**src/rtl/game_sequencer_if.sv**
```systemverilog
// Breakout game-flow signal bundle: collision/button inputs and sequencer outputs.
// The pause wire only exists when PAUSE_EN is defined.
interface game_sequencer_if #(
   parameter int NUM_BLOCKS = 40
);
   localparam int BW = $clog2(NUM_BLOCKS + 1);

   logic          start;
   logic          hit_block;
   logic          hit_lava;
   logic          endgame_block;
`ifdef PAUSE_EN
   logic          pause;
`endif
   logic [2:0]    state;
   logic          score_start;
   logic          ball_hold;
   logic          ball_launch;
   logic          play_en;
   logic [2:0]    lives_left;
   logic [BW-1:0] blocks_left;
   logic          game_over;
   logic          victory;

`ifdef PAUSE_EN
   modport master (
      output start, hit_block, hit_lava, endgame_block, pause,
      input  state, score_start, ball_hold, ball_launch, play_en,
             lives_left, blocks_left, game_over, victory
   );
   modport slave (
      input  start, hit_block, hit_lava, endgame_block, pause,
      output state, score_start, ball_hold, ball_launch, play_en,
             lives_left, blocks_left, game_over, victory
   );
`else
   modport master (
      output start, hit_block, hit_lava, endgame_block,
      input  state, score_start, ball_hold, ball_launch, play_en,
             lives_left, blocks_left, game_over, victory
   );
   modport slave (
      input  start, hit_block, hit_lava, endgame_block,
      output state, score_start, ball_hold, ball_launch, play_en,
             lives_left, blocks_left, game_over, victory
   );
`endif
endinterface

```
**src/rtl/game_sequencer.sv**
```systemverilog
// Breakout game-flow FSM: idle -> serve -> play -> lost -> over/win, with lives and block counts.
// Optional pause state is built when the PAUSE_EN macro is defined.
module game_sequencer #(
   parameter int NUM_BLOCKS  = 40,
   parameter int LIVES       = 3,
   parameter int SERVE_DELAY = 50000000,
   parameter int LOST_DELAY  = 25000000
) (
   input  logic             clock_i,
   input  logic             reset_i,
   game_sequencer_if.slave  bus_io
);
   localparam int BW   = $clog2(NUM_BLOCKS + 1);
   localparam int MAXD = (SERVE_DELAY > LOST_DELAY) ? SERVE_DELAY : LOST_DELAY;
   localparam int TW   = ($clog2(MAXD) > 0) ? $clog2(MAXD) : 1;

   localparam logic [TW-1:0] SERVE_LAST = TW'(SERVE_DELAY - 1);
   localparam logic [TW-1:0] LOST_LAST  = TW'(LOST_DELAY - 1);
   localparam logic [TW-1:0] T_ONE      = TW'(1);
   localparam logic [BW-1:0] B_ONE      = BW'(1);
   localparam logic [BW-1:0] B_FULL     = BW'(NUM_BLOCKS);
   localparam logic [2:0]    L_FULL     = 3'(LIVES);

   typedef enum logic [2:0] {
      S_IDLE   = 3'd0,
      S_SERVE  = 3'd1,
      S_PLAY   = 3'd2,
      S_LOST   = 3'd3,
      S_OVER   = 3'd4,
      S_WIN    = 3'd5,
      S_PAUSED = 3'd6
   } state_t;

   state_t        state_q, state_d;
   logic [TW-1:0] timer_q, timer_d;
   logic [2:0]    lives_q, lives_d;
   logic [BW-1:0] blocks_q, blocks_d;
   logic          start_h_q, block_h_q, lava_h_q;
   logic          score_start_q, score_start_d;
   logic          ball_launch_q, ball_launch_d;
   logic          ball_hold_q, ball_hold_d;
   logic          play_en_q, play_en_d;
   logic          game_over_q, game_over_d;
   logic          victory_q, victory_d;
   logic          start_e, block_e, lava_e;

   assign start_e = bus_io.start & ~start_h_q;
   assign block_e = bus_io.hit_block & ~block_h_q;
   assign lava_e  = bus_io.hit_lava & ~lava_h_q;

`ifdef PAUSE_EN
   logic pause_h_q;
   logic pause_e;
   assign pause_e = bus_io.pause & ~pause_h_q;

   always_ff @(posedge clock_i) begin
      if (!reset_i) pause_h_q <= 1'b0;
      else          pause_h_q <= bus_io.pause;
   end
`endif

   always_ff @(posedge clock_i) begin
      if (!reset_i) begin
         state_q       <= S_IDLE;
         timer_q       <= '0;
         lives_q       <= L_FULL;
         blocks_q      <= B_FULL;
         start_h_q     <= 1'b0;
         block_h_q     <= 1'b0;
         lava_h_q      <= 1'b0;
         score_start_q <= 1'b0;
         ball_launch_q <= 1'b0;
         ball_hold_q   <= 1'b0;
         play_en_q     <= 1'b0;
         game_over_q   <= 1'b0;
         victory_q     <= 1'b0;
      end else begin
         state_q       <= state_d;
         timer_q       <= timer_d;
         lives_q       <= lives_d;
         blocks_q      <= blocks_d;
         start_h_q     <= bus_io.start;
         block_h_q     <= bus_io.hit_block;
         lava_h_q      <= bus_io.hit_lava;
         score_start_q <= score_start_d;
         ball_launch_q <= ball_launch_d;
         ball_hold_q   <= ball_hold_d;
         play_en_q     <= play_en_d;
         game_over_q   <= game_over_d;
         victory_q     <= victory_d;
      end
   end

   always_comb begin
      state_d  = state_q;
      timer_d  = timer_q;
      lives_d  = lives_q;
      blocks_d = blocks_q;
      case (state_q)
         S_IDLE: begin
            if (start_e) begin
               state_d  = S_SERVE;
               timer_d  = '0;
               lives_d  = L_FULL;
               blocks_d = B_FULL;
            end
         end
         S_SERVE: begin
            if (timer_q == SERVE_LAST || start_e) begin
               state_d = S_PLAY;
               timer_d = '0;
            end else begin
               timer_d = timer_q + T_ONE;
            end
         end
         S_PLAY: begin
            // Only the highest-priority event acts; the others are dropped.
            if (bus_io.endgame_block) begin
               state_d = S_OVER;
            end else if (lava_e) begin
               lives_d = (lives_q != 3'd0) ? lives_q - 3'd1 : 3'd0;
               state_d = (lives_q <= 3'd1) ? S_OVER : S_LOST;
               timer_d = '0;
            end else if (block_e) begin
               blocks_d = (blocks_q != '0) ? blocks_q - B_ONE : '0;
               if (blocks_q <= B_ONE) state_d = S_WIN;
`ifdef PAUSE_EN
            end else if (pause_e) begin
               state_d = S_PAUSED;
`endif
            end
         end
         S_LOST: begin
            if (timer_q == LOST_LAST) begin
               state_d = S_SERVE;
               timer_d = '0;
            end else begin
               timer_d = timer_q + T_ONE;
            end
         end
         S_OVER, S_WIN: begin
            if (start_e) state_d = S_IDLE;
         end
`ifdef PAUSE_EN
         S_PAUSED: begin
            if (pause_e) state_d = S_PLAY;
         end
`endif
         default: state_d = S_IDLE;
      endcase
   end

   // Outputs are decoded from the next state so they register alongside it.
   always_comb begin
      score_start_d = (state_q == S_IDLE) && (state_d == S_SERVE);
      ball_launch_d = (state_q == S_SERVE) && (state_d == S_PLAY);
      ball_hold_d   = (state_d == S_SERVE);
      play_en_d     = (state_d == S_PLAY);
      game_over_d   = (state_d == S_OVER);
      victory_d     = (state_d == S_WIN);
   end

   assign bus_io.state       = state_q;
   assign bus_io.score_start = score_start_q;
   assign bus_io.ball_launch = ball_launch_q;
   assign bus_io.ball_hold   = ball_hold_q;
   assign bus_io.play_en     = play_en_q;
   assign bus_io.lives_left  = lives_q;
   assign bus_io.blocks_left = blocks_q;
   assign bus_io.game_over   = game_over_q;
   assign bus_io.victory     = victory_q;
endmodule

```
**src/flat_wrapper.sv**
```systemverilog
// flat-port wrapper written by rule: the top's interface ports become plain ports
module game_sequencer_flat 
#(
   parameter int NUM_BLOCKS  = 40,
   parameter int LIVES       = 3,
   parameter int SERVE_DELAY = 50000000,
   parameter int LOST_DELAY  = 25000000
)
  (clock_i, reset_i, bus_io_start, bus_io_hit_block, bus_io_hit_lava, bus_io_endgame_block, bus_io_state, bus_io_score_start, bus_io_ball_hold, bus_io_ball_launch, bus_io_play_en, bus_io_lives_left, bus_io_blocks_left, bus_io_game_over, bus_io_victory);
  game_sequencer_if #(.NUM_BLOCKS(NUM_BLOCKS)) bus_io_i ();
  input  logic clock_i;
  input  logic reset_i;
  input wire logic [$bits(bus_io_i.start)-1:0] bus_io_start;
  input wire logic [$bits(bus_io_i.hit_block)-1:0] bus_io_hit_block;
  input wire logic [$bits(bus_io_i.hit_lava)-1:0] bus_io_hit_lava;
  input wire logic [$bits(bus_io_i.endgame_block)-1:0] bus_io_endgame_block;
  output wire logic [$bits(bus_io_i.state)-1:0] bus_io_state;
  output wire logic [$bits(bus_io_i.score_start)-1:0] bus_io_score_start;
  output wire logic [$bits(bus_io_i.ball_hold)-1:0] bus_io_ball_hold;
  output wire logic [$bits(bus_io_i.ball_launch)-1:0] bus_io_ball_launch;
  output wire logic [$bits(bus_io_i.play_en)-1:0] bus_io_play_en;
  output wire logic [$bits(bus_io_i.lives_left)-1:0] bus_io_lives_left;
  output wire logic [$bits(bus_io_i.blocks_left)-1:0] bus_io_blocks_left;
  output wire logic [$bits(bus_io_i.game_over)-1:0] bus_io_game_over;
  output wire logic [$bits(bus_io_i.victory)-1:0] bus_io_victory;
  assign bus_io_i.start = bus_io_start;
  assign bus_io_i.hit_block = bus_io_hit_block;
  assign bus_io_i.hit_lava = bus_io_hit_lava;
  assign bus_io_i.endgame_block = bus_io_endgame_block;
  assign bus_io_state = bus_io_i.state;
  assign bus_io_score_start = bus_io_i.score_start;
  assign bus_io_ball_hold = bus_io_i.ball_hold;
  assign bus_io_ball_launch = bus_io_i.ball_launch;
  assign bus_io_play_en = bus_io_i.play_en;
  assign bus_io_lives_left = bus_io_i.lives_left;
  assign bus_io_blocks_left = bus_io_i.blocks_left;
  assign bus_io_game_over = bus_io_i.game_over;
  assign bus_io_victory = bus_io_i.victory;
  game_sequencer #(.NUM_BLOCKS(NUM_BLOCKS), .LIVES(LIVES), .SERVE_DELAY(SERVE_DELAY), .LOST_DELAY(LOST_DELAY)) u_core (.clock_i(clock_i), .reset_i(reset_i), .bus_io(bus_io_i));
endmodule
```
**config.mk**
```make
export PLATFORM = sky130hd
export DESIGN_NAME = game_sequencer_flat
export DESIGN_NICKNAME = d
export VERILOG_FILES = /design/src/rtl/game_sequencer_if.sv /design/src/rtl/game_sequencer.sv /design/src/flat_wrapper.sv
export SDC_FILE = /design/constraint.sdc
export NUM_CORES = 1
export LEC_CHECK = 0
export BUFFER_PORTS_ARGS = -buffer_cell sky130_fd_sc_hd__buf_2
export CORE_ASPECT_RATIO = 1.4
export CORE_UTILIZATION = 40
export CTS_CLUSTER_SIZE = 8
export DETAILED_ROUTE_END_ITERATION = 10
export PLACE_DENSITY = 0.59
export SKIP_LAST_GASP = 1
export SYNTH_ARGS = -nofsm -noshare
export SYNTH_HDL_FRONTEND = slang
export SYNTH_SLANG_ARGS = --single-unit
```
**constraint.sdc**
```tcl
create_clock -name clock_i -period 4.75 [get_ports clock_i]
set_input_delay 0 -clock clock_i [delete_from_list [all_inputs] [get_ports clock_i]]
set_output_delay 0 -clock clock_i [all_outputs]
set_load 0.01 [all_outputs]
```
# Yosys cells after proc, flatten, opt, wreduce, memory -nomap -nowiden
# Cells that the tools add are included.
# totals
wordCells	79
input_bits	6
output_inout_bits	18
register_bits	47
# op_classes
n_eq_ne	16
muxes	27
n_addsub	3
n_reduce_logical	12
magnitude_cmp	2
n_bitwise	6
# op_table
op	n
$mux 26	5
$pmux 26 s4	1
$mux 3	13
$mux 6	5
$add 26x1->26 const B	1
$eq 26x25->1 const B	1
$eq 26x26->1 const B	1
$pmux 3 s5	1
$eq 3x3->1 const B	4
$pmux 6 s2	1
$eq 3x2->1 const B	3
$reduce_and 4->1	2
$eq 3x1->1 const B	2
$le 6x1->1 const B	1
$ne 2x1->1 const B	3
$pmux 3 s2	1
$reduce_bool 6->1	1
$sub 6x1->6 const B	1
$reduce_and 5->1	1
$ne 2x2->1 const B	2
$reduce_bool 4->1	1
$and 1x1->1	3
$le 3x1->1 const B	1
$logic_not 3->1	1
7 further kinds	10

# Logic depth before layout (Yosys ltp)
# Gate-level depths: netlist of the first run.
# logic_depth
word_depth	8
mapped_depth	9
ltp_nobuf	7

# Worst setup path after synthesis of the first run
# OpenSTA, ideal clock, no wires.
# synth_timing
kind	reg-to-reg
startpoint	register u_core.timer_q[7]
endpoint	register u_core.timer_q[22]
setup_slack_ps	2670
setup_time_ps	115
path_stages_with_launch	9
period_less_slack_ps	2080
t_arrival_ps	1966
required_ps	4635
n_path_buf	2
cell_sequence	dfxtp_1 > or4_4 > nor4_4 > a21boi_2 > a21o_1 > buf_6 > o21ai_4 > buf_6 > nor2_1
# synth_via
elab_chain_len	4
word_cells_on_any_way	7
classes_between	1 x add/sub; 2 x eq/ne; 3 x mux; 1 x reduce/logical
# synth_lines
item	line	source
start: declaration	game_sequencer.sv:35	logic [TW-1:0] timer_q, timer_d;
start signal: assignment	game_sequencer.sv:79	timer_q <= timer_d;
parallel branches: the longest is 3 deep, another holds $add 26x1->26	--	
$pmux 26 s4 (*)	game_sequencer.sv:99	case (state_q)
# Mark *: on every way between the ends.
# A chain may end at the register's enable or synchronous reset.

# Worst setup path in the final report of the first run
# layout_timing
startpoint	register u_core.state_q[1] (netlist: u_core.bus_io.state[1])
endpoint	register u_core.timer_q[8]
# layout_via
elab_chain_len	3
word_cells_on_any_way	10
classes_between	6 x eq/ne; 1 x mux; 3 x reduce/logical
# layout_lines
item	line	source
start: declaration	game_sequencer.sv:34	state_t state_q, state_d;
start signal: assignment	game_sequencer.sv:78	state_q <= state_d;
$eq 3x2->1 (tied with other cells)	game_sequencer.sv:99	
$reduce_bool 4->1 (no source line) (tied with other cells)	--	
$reduce_and 4->1 (no source line)	--	
# Parallel ways exist; a longest one is shown, timed or not.

==> impl_metrics.csv, run 1 <==
group,metric,value,unit
outcome,status,"finished, final reports clean",
timing,slew_violations,0,
clock_tree,cts.sinks,47,
timing,rsz0062_at_grt,"false",
synth,postSynthCellCount,295,
place,place_ws,2330,ps
synth,synth_top_family_by_area,"simple AND/OR/NAND/NOR gates",
synth,yosys.area_share.simple,32.6,%
die,io-pin-count,24,
clock_tree,clkTransAtPathRegs,90,ps
setup_path,crit_arrival,2610,ps
pwr,clkPwrFrac,38.1,%
synth,seq_area_frac_synth,38.2,%
clock_tree,cts_root_buffer,"clkbuf_8",
die,fp.dieW,68.4,um
pwr,p_switching,0.000196,W
timing,worst-slew-pin-transition,663,ps
drt,route.met3.wl,145,um
pwr,vdd_drop_max,0.136,mV
cells_and_area,drive_gt1_share,13.5,%
synth,yosysUniqueCellTypes,54,
clock_tree,insertion_delay,300,ps
grt,grtUsageTotal,19.4,%
setup_path,crit_type,"reg -> reg",
setup_path,start_kind,"register",
pwr,total_power,0.000798,W
timing,finalHoldWorstSlack,69.1,ps
synth,syn_area,0.00247,mm2
place,gp_congestion,0.820,
synth,synth.area.mux_share,0,%
die,coreArea,0.00590,mm2
drt,wl_per_cell,14.5,um
grt,antenna_found_initial,0,
synth,ys.flop_type,"dfxtp_1",
drt,vias_per_cell,5.48,
setup_path,worst-r2r-setup-slack,2310,ps
setup_path,reg2reg_depth,6,
synth,async_flop_share,0,%
timing,fin_ws,2310,ps
cells_and_area,final_cell_mix,"dfxtp_1, nor2_1, nand2_1",
timing,post-route-period-util,51.3,%
cells_and_area,fin_nets,329,
synth,synthAdderAreaFrac,3.04,%
grt,grt_overflow_total,0,
pwr,p_leak,1.04,nW
job,maxCapViolations,0,
pwr,p_int,0.000601,W
die,initial_utilization,41.8,%
place,dp.final_hpwl,4.04,mm
setup_path,critPathMaxFanout,18,
timing,slew_headroom,55.4,%
timing,finalHoldViolCount,0,
drt,drt-met1-wl,2.54,mm
drt,ant_nets,0,
synth,synth_seq_cells,47,
synth,synth_edf_count,0,
worst_hold_path,hold_depth,2,
clock_tree,cts_tree,"built",
cells_and_area,antenna_cells,0,
timing,skew,12.4,ps
die,die_area,0.00649,mm2
timing,fmax,410,MHz
grt,grt_max_degree,21,
clock_tree,cts_buffers,5,
synth,synth_xor_area_share,6.39,%
clock_tree,cts_setup_buffers,0,
setup_path,cp_data_required_time,4920,ps
synth,avgSynthCellArea,8.36,um2
drt,top_layer,"met4",
cells_and_area,area_growth,11.9,%
drt,wl_met2,2.85,mm
timing,final-setup-viol-count,0,
die,rows,33,
synth,syn_nets,307,
drt,dr_total_vias,2126,
synth,ys.warnings.count,0,
worst_hold_path,hp-class,"in -> reg",
drt,firstDrtPassIters,4,
pwr,power_frac_seq,51.4,%
synth,synth-compound-area-share,16.2,%
drt,drtIter0Drc,54,
pwr,p_per_area,289,mW/mm2
pwr,combPwrFrac,10.5,%
drt,route.detailed.drc,0,
grt,grt_pass1_wl,9.55,mm
clock_tree,htree_levels,2,
drt,drt-total-wl,5.63,mm
timing,final.setup.tns,0,ps
die,die_y,94.9,um
place,port_buffers,23,
cells_and_area,num-fill-cells,608,
cells_and_area,mostFrequentLayoutCell,"dfxtp_1",
clock_tree,max-clock-path-buffers,2,
setup_path,end_kind,"register",
pwr,switching_share,24.6,%
grt,first_global_vias,2118,
timing,period_minus_slack,2440,ps
cells_and_area,post-route-util,46.7,%
[cell usage after synthesis, drive strengths merged, types with 2 or more instances]
cell type	n	area share (%)
a21boi	4	1.4
a21o	3	0.91
a21oi	14	2.8
a31oi	3	0.76
and2	5	1.3
and3	8	2.1
and4	5	1.8
buf	3	1.1
clkbuf	8	1.2
dfxtp	47	38
ha	6	3.0
inv	8	1.2
nand2	31	4.7
nand2b	4	1.0
nand3	15	3.0
nand4	8	2.0
nor2	40	6.2
nor2b	10	2.5
nor3	10	2.4
nor4	3	1.4
nor4b	2	0.71
nor4bb	3	1.2
o2111ai	2	0.71
o211ai	6	1.8
o21ai	11	2.7
xnor2	3	1.1
xor2	15	5.3
[cell type report]
type / count / area [um2] / share of cell area, %
clock buffer: 6 / 82.6 / 2.99
clock inverter: 2 / 35.0 / 1.27
inverter: 8 / 30.0 / 1.09
multi-input combinational: 229 / 1440 / 52.1
sequential: 47 / 941 / 34.1
tap: 70 / 87.6 / 3.17
timing repair buffer: 26 / 145 / 5.26
[per-stage QoR]
step	area, um2	cells
4_1_cts	2760	388
5_1_grt	2760	388
3_3_place_gp	2610	377
3_5_place_dp	2610	377
2_1_floorplan	2470	295
6_report	2760	388
[sequential cells by signal (all words and copies together) (netlist names)]
| signal | flops |
|---|---|
| u_core.bus_io.ball_hold | 1 |
| u_core.lava_h_q | 1 |
| u_core.bus_io.blocks_left | 6 |
| u_core.block_h_q | 1 |
| u_core.bus_io.play_en | 1 |
| u_core.bus_io.game_over | 1 |
| u_core.bus_io.state | 3 |
| u_core.bus_io.lives_left | 3 |
| u_core.bus_io.ball_launch | 1 |
| u_core.bus_io.score_start | 1 |
| u_core.bus_io.victory | 1 |
| u_core.timer_q | 26 |
| u_core.start_h_q | 1 |
[critical path, stage by stage, from the launching register on]
cell	delay [ps]
dfxtp_1	690
nor2_1	190
a221o_1	610
nor3_2	450
nand3_1	150
xor2_1	160
nor2_1	50
[repair_timing]
| item | CTS | global route |
|---|---|---|
| hold buffers | 3 | 0 |
| gates resized for setup | 0 | 0 |
| endpoints found under the hold margin | 3 | 0 |
[cells by family (layout without fill, tap and decap cells)]
| logic type | after synthesis | count (layout) |
|---|---|---|
| AND/OR/NAND/NOR | 150 | 150 |
| AO/OA/AOI/OAI | 55 | 55 |
| flip-flops | 47 | 47 |
| buffers and inverters | 19 | 42 |
| XOR/XNOR | 18 | 18 |
| adder cells (fa/ha/maj) | 6 | 6 |
[path summary, 6_finish.rpt]
path                                              end                               from
max reg2reg            u_core.timer_q[8]$_SDFFE_PN0P_  u_core.bus_io.state[1]$_SDFF_PN0_
max                    u_core.timer_q[8]$_SDFFE_PN0P_  u_core.bus_io.state[1]$_SDFF_PN0_
min reg2reg            u_core.timer_q[5]$_SDFFE_PN0P_     u_core.timer_q[5]$_SDFFE_PN0P_
min          u_core.bus_io.lives_left[0]$_SDFFE_PN1P_                            reset_i
[power by group through the flow]
stage / clock (W) / combinational [W] / sequential, W
detailed placement: 0 / 0.0000822 / 0.000419
global route: 0.000327 / 0.0000946 / 0.000411
floorplan: 0 / 0.0000626 / 0.000417
global placement: 0 / 0.0000813 / 0.000419
finish: 0.000304 / 0.0000839 / 0.000410
CTS: 0.000314 / 0.0000845 / 0.000410
[per-layer routing]
metal  up-vias  track usage [%]
met5         -                0
met4         0             6.94
met3        10             3.50
met2        33             34.6
met1       994             22.4
li1       1089                -
No activity file was read; power rests on OpenSTA's default activity.
==> inputs of run 2 (changes only) <==
- clock period: 4.75 -> 2.3 ns (I/O delays scaled with it)
==> impl_metrics.csv, run 2 (synthesis gave the netlist of run 1 again) <==
group,metric,value,unit
clock_tree,cts_setup_buffers,0,
clock_tree,cts_root_buffer,"clkbuf_8",
cells_and_area,final-seq-area,942,um2
pwr,total_power,0.00154,W
clock_tree,cts_tree,"built",
timing,final.setup.tns,0,ps
die,initial_utilization,41.8,%
grt,grt_pass1_wl,9.39,mm
drt,drtIter0Drc,84,
die,die_area,0.00649,mm2
pwr,p_per_area,544,mW/mm2
place,port_buffers,23,
die,die_y,94.9,um
timing,fmax,467,MHz
setup_path,path_cells,"ha_1 > nand3_1 > nor4_4 > a21boi_2 > a21o_1 > o21ai_4 > buf_12 > nor2_1",
timing,slew_headroom,66.4,%
timing,slew_violations,0,
pwr,vdd_drop_max,0.315,mV
setup_path,critPathMaxFanout,18,
clock_tree,insertion_delay,300,ps
cells_and_area,stdcell_area,0.00283,mm2
place,post-place-cells,389,
outcome,status,"finished, final reports clean",
drt,drt-total-wl,5.57,mm
drt,vias_per_cell,5.48,
cells_and_area,drive_gt1_share,16.7,%
die,fp.dieW,68.4,um
setup_path,crit_arrival,2330,ps
die,coreArea,0.00590,mm2
setup_path,start_kind,"register",
place,placed_area,0.00271,mm2
clock_tree,clkTransAtPathRegs,80,ps
job,maxCapViolations,0,
cells_and_area,antenna_cells,0,
drt,wl_per_cell,14.0,um
clock_tree,cts_buffers,5,
drt,route.detailed.drc,0,
timing,period_minus_slack,2140,ps
timing,worst-slew-pin-transition,501,ps
place,dp.final_hpwl,4.09,mm
cells_and_area,fin_cells,399,
cells_and_area,multi_input_area,0.00144,mm2
cells_and_area,final_cell_mix,"dfxtp_1, nor2_1, nand2_1",
timing,post-route-period-util,93.1,%
pwr,p_leak,1.09,nW
clock_tree,max-clock-path-buffers,2,
timing,finalHoldViolCount,0,
cells_and_area,largest_reg_flops,26,
drt,firstDrtPassIters,4,
worst_hold_path,hp-class,"in -> reg",
place,gp_congestion,0.792,
die,io-pin-count,24,
setup_path,slowest_delay,420,ps
setup_path,cp_data_required_time,2490,ps
setup_path,end_kind,"register",
timing,final-setup-viol-count,0,
timing,skew,8.21,ps
cells_and_area,num-fill-cells,600,
die,rows,33,
setup_path,slowest_stage,"nor4_4",
grt,first_global_vias,2107,
cells_and_area,area_growth,14.9,%
grt,grtUsageTotal,19.1,%
drt,dr_total_vias,2187,
cells_and_area,fin_nets,341,
grt,grt_max_degree,21,
grt,antenna_found_initial,0,
clock_tree,cts.sinks,47,
cells_and_area,mostFrequentLayoutCell,"dfxtp_1",
setup_path,crit_type,"reg -> reg",
drt,ant_nets,0,
timing,rsz0062_at_grt,"true",
clock_tree,htree_levels,2,
grt,grt_overflow_total,0,
cells_and_area,top_register,"u_core.timer_q",
[run 2: cell count changes in the layout (fill, tap and decap cells not counted), sizes merged]
cell / before / now
buf: 23 / 35
bufinv: 1 / 0
[run 2: final timing paths]
kind                                  startpoint                                       end  slack [ps]  cells after the start
setup / recovery  u_core.timer_q[0]$_SDFFE_PN0P_            u_core.timer_q[6]$_SDFFE_PN0P_         160                      8
hold / removal                           reset_i  u_core.bus_io.lives_left[0]$_SDFFE_PN1P_          70                      2
setup reg to reg  u_core.timer_q[0]$_SDFFE_PN0P_            u_core.timer_q[6]$_SDFFE_PN0P_         160                      8
hold reg to reg   u_core.timer_q[5]$_SDFFE_PN0P_            u_core.timer_q[5]$_SDFFE_PN0P_         490                      2
[run 2: what timing repair did]
item / CTS / global route
setup endpoints to repair: 0 / 19
resized for setup: 0 / 2
hold buffers: 3 / 0
endpoints found under the hold margin: 3 / 0
[run 2: cell type report]
type                            count  area share [%]
Clock buffer                        6            2.91
Clock inverter                      1           0.177
Inverter                            8            1.06
Multi-Input combinational cell    229            50.8
Sequential cell                    47            33.2
Tap cell                           70            3.09
Timing Repair Buffer               38            8.74
[run 2: through the flow]
step                worst slack, ps  hold WS (ps)  utilization, %
floorplan                       220           122               -
global placement               74.2           218            46.0
detailed placement              105           228            46.0
CTS                            80.0          72.0            48.0
global route                  -1.65          84.8            48.0
finish                          158          73.6            48.0
[run 2: layer usage]
metal	track usage [%]	vias up	part of all wire (%)	routed length [um]
met5	0	-	0	0
met4	6.25	0	1.6	90
met3	3.26	7	2.4	136
met2	34.8	28	52	2880
met1	21.5	1038	44	2460
li1	-	1114	-	-
[run 2: critical path: cells and delay by family, from the launching register on]
kind            cells  cell delay (ps)
simple gates        3              640
buf+inv             1              160
flops               1              400
compound gates      3              600
fa+ha+maj           1              210
[run 2: report_power, final]
| part | internal, W | switching [W] |
|---|---|---|
| clock | 0.000236 | 0.000262 |
| sequential | 0.000829 | 0.0000135 |
| combinational | 0.0000825 | 0.000119 |
